==> config.mk <==
export PLATFORM = sky130hd
export DESIGN_NAME = clk_div_bank
export DESIGN_NICKNAME = d
export VERILOG_FILES = /design/src/rtl/clk_div_pkg.sv /design/src/rtl/clk_div_ch.sv /design/src/rtl/clk_div_bank.sv
export SDC_FILE = /design/constraint.sdc
export NUM_CORES = 1
export LEC_CHECK = 0
export CAP_MARGIN = 20
export CORE_MARGIN = 2
export CORE_UTILIZATION = 45
export DETAILED_ROUTE_END_ITERATION = 10
export PLACE_DENSITY_LB_ADDON = 0.25
export SLEW_MARGIN = 20
export SYNTH_ARGS = -nofsm -noshare
export SYNTH_HDL_FRONTEND = slang
export SYNTH_SLANG_ARGS = --single-unit
==> constraint.sdc <==
create_clock -name clk_50M -period 4.1 [get_ports clk_50M]
set_input_delay 0.615 -clock clk_50M [delete_from_list [all_inputs] [get_ports clk_50M]]
set_output_delay 0.615 -clock clk_50M [all_outputs]
set_load 0.02 [all_outputs]
==> src/rtl/clk_div_pkg.sv <==
// Shared constants and helpers for the clock divider bank.
// The bank runs from the 50 MHz board oscillator.
package clk_div_pkg;

  localparam int          CNT_W_DEF = 28;
  localparam int unsigned CLK_HZ    = 50_000_000;

  // Half-period in oscillator cycles for an output frequency of f Hz.
  function automatic int unsigned hp_for_hz(input int unsigned f);
    return CLK_HZ / (2 * f);
  endfunction

endpackage

==> src/rtl/clk_div_ch.sv <==
// One divider channel: half-period counter, 50 % duty clock, rising-edge tick,
// and a pending half-period register that is only applied on a phase boundary.
module clk_div_ch
  import clk_div_pkg::*;
#(
  parameter int          CNT_W  = CNT_W_DEF,
  parameter int unsigned RST_HP = 25_000_000
) (
  input  logic             clk_i,
  input  logic             rst_i,
  input  logic             en_i,
  input  logic             wr_i,
  input  logic [CNT_W-1:0] wr_hp_i,
  output logic             clk_o,
  output logic             tick_o,
  output logic             busy_o
);

  logic [CNT_W-1:0] cnt_q, cnt_d;
  logic [CNT_W-1:0] hp_q, hp_d;
  logic [CNT_W-1:0] hp_pend_q, hp_pend_d;
  logic [CNT_W-1:0] nxt_hp;
  logic             pend_q, pend_d;
  logic             clk_q, clk_d;
  logic             tick_q, tick_d;
  logic             run_q, run_d;
  logic             idle, bnd, apply;

  assign idle   = !en_i || (hp_q == '0);
  assign bnd    = run_q && (cnt_q == hp_q - CNT_W'(1));
  // A write landing on the boundary cycle takes precedence over an older pending value.
  assign nxt_hp = wr_i ? wr_hp_i : hp_pend_q;
  assign apply  = wr_i || pend_q;

  always_comb begin
    cnt_d     = cnt_q;
    hp_d      = hp_q;
    hp_pend_d = hp_pend_q;
    pend_d    = pend_q;
    clk_d     = clk_q;
    tick_d    = 1'b0;
    run_d     = run_q;
    if (idle) begin
      cnt_d = '0;
      clk_d = 1'b0;
      run_d = 1'b0;
      if (pend_q) begin
        hp_d   = hp_pend_q;
        pend_d = 1'b0;
      end
      if (wr_i) begin
        hp_pend_d = wr_hp_i;
        pend_d    = 1'b1;
      end
    end else if (!run_q) begin
      // Start (enable or reset release): high phase begins immediately.
      cnt_d  = '0;
      clk_d  = 1'b1;
      tick_d = 1'b1;
      run_d  = 1'b1;
      if (wr_i) begin
        hp_pend_d = wr_hp_i;
        pend_d    = 1'b1;
      end
    end else if (bnd) begin
      cnt_d = '0;
      if (apply) begin
        hp_d   = nxt_hp;
        pend_d = 1'b0;
      end
      if (apply && (nxt_hp == '0)) begin
        clk_d = 1'b0;
        run_d = 1'b0;
      end else begin
        clk_d  = ~clk_q;
        tick_d = ~clk_q;
      end
    end else begin
      cnt_d = cnt_q + CNT_W'(1);
      if (wr_i) begin
        hp_pend_d = wr_hp_i;
        pend_d    = 1'b1;
      end
    end
  end

  always_ff @(posedge clk_i) begin
    if (rst_i) begin
      cnt_q     <= '0;
      hp_q      <= CNT_W'(RST_HP);
      hp_pend_q <= '0;
      pend_q    <= 1'b0;
      clk_q     <= 1'b0;
      tick_q    <= 1'b0;
      run_q     <= 1'b0;
    end else begin
      cnt_q     <= cnt_d;
      hp_q      <= hp_d;
      hp_pend_q <= hp_pend_d;
      pend_q    <= pend_d;
      clk_q     <= clk_d;
      tick_q    <= tick_d;
      run_q     <= run_d;
    end
  end

  assign clk_o  = clk_q;
  assign tick_o = tick_q;
  assign busy_o = pend_q;

endmodule

==> src/rtl/clk_div_bank.sv <==
// Bank of independent clock dividers / tick generators sharing one write port
// for run-time half-period updates.
module clk_div_bank
  import clk_div_pkg::*;
#(
  parameter int          CNT_W  = CNT_W_DEF,
  parameter int          NUM_CH = 4,
  parameter int unsigned RST_HP = hp_for_hz(1),
  parameter int          CH_W   = (NUM_CH > 1) ? $clog2(NUM_CH) : 1
) (
  input  logic              clk_50M,
  input  logic              rst,
  input  logic [NUM_CH-1:0] en,
  input  logic              wr_en,
  input  logic [CH_W-1:0]   wr_ch,
  input  logic [CNT_W-1:0]  wr_hp,
  output logic [NUM_CH-1:0] clk_out,
  output logic [NUM_CH-1:0] tick,
  output logic [NUM_CH-1:0] busy
);

  logic [NUM_CH-1:0] wr_sel;

  for (genvar g = 0; g < NUM_CH; g++) begin : g_ch
    // Indices at or above NUM_CH match no channel and are dropped.
    assign wr_sel[g] = wr_en && (int'(wr_ch) == g);

    clk_div_ch #(
      .CNT_W  (CNT_W),
      .RST_HP (RST_HP)
    ) u_ch (
      .clk_i   (clk_50M),
      .rst_i   (rst),
      .en_i    (en[g]),
      .wr_i    (wr_sel[g]),
      .wr_hp_i (wr_hp),
      .clk_o   (clk_out[g]),
      .tick_o  (tick[g]),
      .busy_o  (busy[g])
    );
  end

endmodule

==> metrics.txt, run 1 <==
outcome=finished clean; RR Endpoint=g_ch[3].u_ch.hp_q[16]; nets=2410; grt total ovfl=0; area grow syn2layout=11.96%; Post-synth EDFFs=0; Tot GR Track Use=about a quarter; fin crit period=3.893 ns; leading area contributor after synthesis=dfxtp_1; fin crit share=94.96%; main area contributors after synthesis=dfxtp_1 36%, nor2_1 6.1%, mux2i_1 6.0%; Hold Path Sink=g_ch[3].u_ch.hp_pend_q[27]; Die X=211.9 um; Mapped Nets=approximately 2400; clock root buffer=clkbuf_16; Worst VDD drop=0.2540 mV; WL met2=24.99 mm; met3 wire len=3.670 mm; kind of critical path=reg2reg; Max Used Layer=met4; Synth Warn #=0; Slew HR=21.86%; crit path from=g_ch[3].u_ch.hp_q[9]; Tightest Pin Transition=1.172 ns; Reg2Reg Launch Point=g_ch[3].u_ch.hp_q[9]; drt pass-1 iters=8; Avg WL per Cell=19.19 um; cts bufs inserted=40; commonest cells after routing, fill and taps aside=352 x dfxtp_1, 318 x nor2_1, 174 x nand2_1, 130 x nand3_1, 123 x xor2_1; Hold Path Stages=2; full die area=0.04488 mm^2; I/O Pins=49; CTS clock-pin slew for the worst setup and hold paths=0.06 ns; Worst Skew=0.02109 ns; Synth Register Bits=between 300 and 400; Total Wirelength=about 57 mm; crit start category=flip-flop; final setup margin=0.2065 ns; Min Hold Slack=0.4848 ns; crit end category=flip-flop; RSZ-0062 raised after global routing=no; Rows=76; Seq/Total Area, Yosys=a little over a third; required time of the critical path=4.54 ns; vias=between 15000 and 20000; pre-CTS WS=0.1769 ns; Leak=7.709 nW; final hold viol count=0; initial antenna violation count=0; first-pass GRT wire length=90.33 mm; most common cell after layout, fill and taps aside=dfxtp_1; drc violations=0; layout cells sized above 1=under 10%; Final setup viols=0; remaining antenna violation count after routing=0; First DRT Iteration DRCs=1686; area of the multi-input gates=0.01143 mm^2; FFs w/ async S/R, synth=0%; Worst R2R Setup Slack=between 0.2 and 0.25 ns; R2R cell count=9; Power Dens Cells=~360 mW/mm^2; Yosys cell types=87; clk sink count=about 350; H-tree depth=2; largest net degree at the start of global routing=58; fmax=256.8 MHz; crit path DAT=around 4.3 ns; Post-Route Setup TNS=0 ns; worst-skew pair later-pin latency=0.56 ns; starting density of the core=45.33%; Filler cells=4085; fin. max-slew vios=0; vias in the first global route=roughly 16000; vias per inst=roughly 6; Cells after Synth=about 2400; Avg Inst Size Synth=8.193 um^2; hold buffer count at CTS=0; Tot Pwr=7.759 mW; Register Area=0.007047 mm^2; Hold Crit Start=g_ch[3].u_ch.hp_pend_q[27]; Primary FF master, synth=dfxtp_1; CTS tree=done; max-cap violations=0; ant diodes=0; Core ar.=between 0.04 and 0.05 mm^2; Metal-1 WL=25.86 mm; critical path peak fanout=11; Post-Syn Area=between 0.015 and 0.02 mm^2; Yosys top cell area share=36.25%; routability cong.=1.005; DP HPWL=between 40 and 50 mm; clk buf depth=3; Hold Crit Class=reg2reg; IO Port Bufs=48; Vert. Die Dim=211.9 um
-- report_power, final --
group          switching (mW)  internal (mW)
clock network            1.45           2.06
registers              0.0983           3.50
logic                   0.410          0.247
-- metrics by stage --
stage               std cells  util (%)  area [um^2]
floorplan                2373         -        19440
global placement         2902     47.71        20460
detailed placement       2902     47.71        20460
CTS                      2971     50.68        21740
global route             2973     50.76        21770
finish                   2973     50.76        21770
-- routing by layer --
metal	GRT usage [%]	vias up
li1	-	8469
met1	34.29	8313
met2	39.85	604
met3	4.065	138
met4	11.32	0
met5	0	-
-- cell usage after synthesis (5+ instances only) --
library cell,number
and2_1,13
nor3_1,82
nor2_1,318
a221o_1,13
a31oi_1,27
o31ai_1,12
and3_1,42
a211oi_1,29
and4_1,6
nand3b_1,22
a21o_1,8
o221a_2,8
dfxtp_1,352
a21oi_1,79
clkbuf_1,109
nor4b_1,10
nand2b_1,14
or4_1,25
mux2i_1,116
buf_2,26
o221ai_1,18
nand2_1,174
nand4b_1,11
buf_4,21
xnor2_1,106
or3_1,27
o2bb2ai_1,16
xor2_1,123
o21ai_1,5
nor4_1,69
a22oi_1,5
nor2b_1,9
o211ai_1,7
or2_2,11
o21ai_0,71
nand4_1,58
buf_1,5
o31a_1,5
nand3_1,130
inv_1,68
buf_6,6
ha_1,12
mux2_2,13
-- logic make-up after synthesis --
| family | after synthesis | synth area share (%) |
|---|---|---|
| buf+inv | 237 | 5.387 |
| mux | 129 | 6.725 |
| compound gates | 363 | 12.94 |
| simple gates | 1050 | 27.49 |
| fa+ha+maj | 12 | 0.7723 |
| flops | 352 | 36.25 |
| xor+xnor | 230 | 10.44 |
-- sequential cells by signal (all words and copies together) (netlist names) --
name and cells:
g_ch.u_ch.cnt_q 112, g_ch.u_ch.hp_q 112, g_ch.u_ch.clk_o 4, g_ch.u_ch.run_q 4, g_ch.u_ch.tick_o 4, g_ch.u_ch.busy_o 4
g_ch.u_ch.hp_pend_q 112
-- worst max path at each step --
| stage | end | slack [ns] | cells past startpoint |
|---|---|---|---|
| final | g_ch[3].u_ch.hp_q[16] | 0.21 | 9 |
| after global routing | g_ch[0].u_ch.hp_q[7] | 0.02 | 13 |
| after CTS | g_ch[1].u_ch.hp_q[21] | 0.11 | 12 |
| after detailed placement | g_ch[1].u_ch.hp_q[19] | 0.18 | 12 |
| after global placement | g_ch[1].u_ch.hp_q[13] | 0.24 | 12 |
| after floorplan | g_ch[1].u_ch.hp_q[22] | 0.46 | 14 |
-- cell type report --
type,instances,area share [%]
repair buffers,114,4.702
multi-input cells,1784,52.52
clock buffers,61,5.656
well taps,585,3.363
inverters,69,1.190
flip-flops and latches,352,32.37
clock inverters,8,0.2012
-- what timing repair did --
action | 4_1_cts | 5_1_grt
gates resized for setup | 0 | 4
endpoints found under the setup margin | 0 | 48
setup buffers | 0 | 2
hold endpoints to repair | 0 | 0
-- critical path, cell delays in order (launching register included) --
cell and delay, ns:
dfxtp_1 0.36, or4_1 0.65, nand2b_1 0.38, nor4_1 0.35
and3b_1 0.22, o31ai_2 0.34, nand4b_1 0.20, nor4_4 0.45
o21ai_1 0.36, a221o_1 0.45
Note: power is estimated with default switching activity, not from simulation.
==> inputs of run 2 (changes only) <==
--- a/config.mk
+++ b/config.mk
@@ -9,7 +9,6 @@
 export CORE_MARGIN = 2
 export CORE_UTILIZATION = 45
 export DETAILED_ROUTE_END_ITERATION = 10
-export PLACE_DENSITY_LB_ADDON = 0.25
 export SLEW_MARGIN = 20
 export SYNTH_ARGS = -nofsm -noshare
 export SYNTH_HDL_FRONTEND = slang
==> metrics.txt, run 2 (synthesis results as in run 1) <==
cts bufs inserted=41; RR Endpoint=g_ch[1].u_ch.hp_q[14]; fin crit share=93.07%; Tightest Pin Transition=1.095 ns; crit end category=flip-flop; Vert. Die Dim=about 210 um; nets=2411; grt total ovfl=0; net switching fraction of the power=24.80%; Worst VDD drop=0.3478 mV; most common cell after layout, fill and taps aside=dfxtp_1; Post-Route Setup TNS=0 ns; vias per inst=roughly 5.8; area grow syn2layout=12.62%; IO Port Bufs=48; clock root buffer=clkbuf_16; Rows=between 70 and 80; final hold viol count=0; vias=between 15000 and 20000; outcome=finished clean; Filler cells=around 4200; Avg WL per Cell=roughly 19 um; Final Core Density=51.05%; hold buffer count at CTS=0; Design Area, Final=about 0.022 mm^2; commonest cells after routing, fill and taps aside=352 x dfxtp_1, 318 x nor2_1, 174 x nand2_1, 130 x nand3_1, 123 x xor2_1; Leak=7.761 nW; R2R cell count=12; sequential fraction of design power=45.1%; P_int=6.000 mW; worst-skew pair later-pin latency=a little under 0.6 ns; Tot Pwr=7.978 mW; largest net degree at the start of global routing=74; Top Registers=g_ch.u_ch.cnt_q (112), g_ch.u_ch.hp_pend_q (112), g_ch.u_ch.hp_q (112); CTS tree=done; Total Wirelength=57.93 mm; Slew HR=26.50%; Core ar.=0.04289 mm^2; final std cells w/o fill=2976; Worst Skew=0.02512 ns; routability cong.=0.9193; required time of the critical path=roughly 4.6 ns; ant diodes=0; H-tree depth=2; kind of critical path=reg2reg; drc violations=0; full die area=about 0.045 mm^2; Clk pwr share=around 47%; remaining antenna violation count after routing=0; Hold Crit Class=reg2reg; First DRT Iteration DRCs=between 1000 and 1500; Power Dens Cells=364.4 mW/mm^2; clk sink count=roughly 350; CTS clock-pin slew for the worst setup and hold paths=~0.060 ns; DP Area=0.02048 mm^2; first-pass GRT wire length=91.99 mm; Tot GR Track Use=25.91%; starting density of the core=45.33%; vias in the first global route=16430; initial antenna violation count=0; fmax=262.1 MHz; placed insts=2900; crit start category=flip-flop; fin crit period=~3.8 ns; critical path capture point=g_ch[1].u_ch.hp_q[14]; crit path from=g_ch[1].u_ch.hp_q[0]; combinational share of power=8.3%; max-cap violations=0; crit path DAT=about 4.3 ns; fin. max-slew vios=0; I/O Pins=49; clk buf depth=3; layout cells sized above 1=8.407%; DP HPWL=42.79 mm; drt pass-1 iters=6; Worst R2R Setup Slack=0.28 ns; Reg2Reg Launch Point=g_ch[1].u_ch.hp_q[0]; Die X=between 200 and 250 um; NetSw=1.978 mW; Final setup viols=0; critical path peak fanout=28
==> run 2: changes by cell type in the layout (fill, tap and decap cells not counted), sizes merged <==
cell	previous run	this run
clkinv	8	7
bufinv	0	2
clkbuf	61	62
clkinvlp	0	1
==> run 2: per-layer routing <==
| layer | vias up | wire length [um] | track usage (%) | part of all wire [%] |
|---|---|---|---|---|
| met5 | - | 0 | 0 | 0 |
| met4 | 0 | 1830 | 8.159 | 3.2 |
| met3 | 113 | 3007 | 4.480 | 5.2 |
| met2 | 418 | 26110 | 41.98 | 45 |
| met1 | 8177 | 26990 | 35.07 | 47 |
| li1 | 8471 | - | - | - |
==> run 2: cell type report <==
cell class | instances | area, um^2 | area share (%)
Clock buffer | 62 | 1267 | 5.789
Timing Repair Buffer | 114 | 1049 | 4.789
Sequential cell | 352 | 7047 | 32.18
Tap cell | 585 | 732.0 | 3.343
Clock inverter | 10 | 106.4 | 0.4857
Inverter | 69 | 260.3 | 1.189
Multi-Input combinational cell | 1784 | 11430 | 52.22
==> run 2: worst max-delay path, cell delays in order (launching register included) <==
cell and delay (ns):
dfxtp_1 0.37, inv_1 0.16, ha_1 0.30, nor4b_4 0.49, nand2_1 0.15, xnor2_1 0.16, a2111oi_1 0.50, nand4_1 0.27
nor3_2 0.28, nand3_2 0.12, or3_1 0.37, buf_4 0.24, o221a_2 0.27
==> run 2: power groups by stage <==
stage / sequential (mW) / combinational, mW / clock (mW)
floorplan: 3.63 / 0.432 / 0
global placement: 3.67 / 0.644 / 0
detailed placement: 3.67 / 0.651 / 0
CTS: 3.60 / 0.655 / 3.81
global route: 3.61 / 0.715 / 3.94
finish: 3.60 / 0.662 / 3.72
==> run 2: how the worst min path moves through the flow <==
stage | startpoint | to | slack [ns] | cells past startpoint
after floorplan | g_ch[3].u_ch.hp_pend_q[4] | g_ch[3].u_ch.hp_pend_q[4] | 0.45 | 2
after global placement | g_ch[3].u_ch.hp_pend_q[0] | g_ch[3].u_ch.hp_pend_q[0] | 0.47 | 2
after detailed placement | g_ch[3].u_ch.hp_pend_q[0] | g_ch[3].u_ch.hp_pend_q[0] | 0.48 | 2
after CTS | rst | g_ch[1].u_ch.hp_pend_q[26] | 0.48 | 2
after global routing | rst | g_ch[1].u_ch.hp_pend_q[26] | 0.51 | 2
final | g_ch[3].u_ch.hp_pend_q[19] | g_ch[3].u_ch.hp_pend_q[19] | 0.49 | 2
==> run 2: what timing repair did <==
item | CTS | global route
setup endpoints to repair | 0 | 65
setup buffers | 0 | 4
endpoints found under the hold margin | 0 | 0
resized for setup | 0 | 3
==> run 2: through the flow <==
step,setup WS (ns),hold slack [ns]
after global routing,-0.003970,0.5091
after floorplan,0.4632,0.4465
after detailed placement,0.1489,0.4768
after global placement,0.2244,0.4690
after CTS,0.1216,0.4828
final,0.2840,0.4884
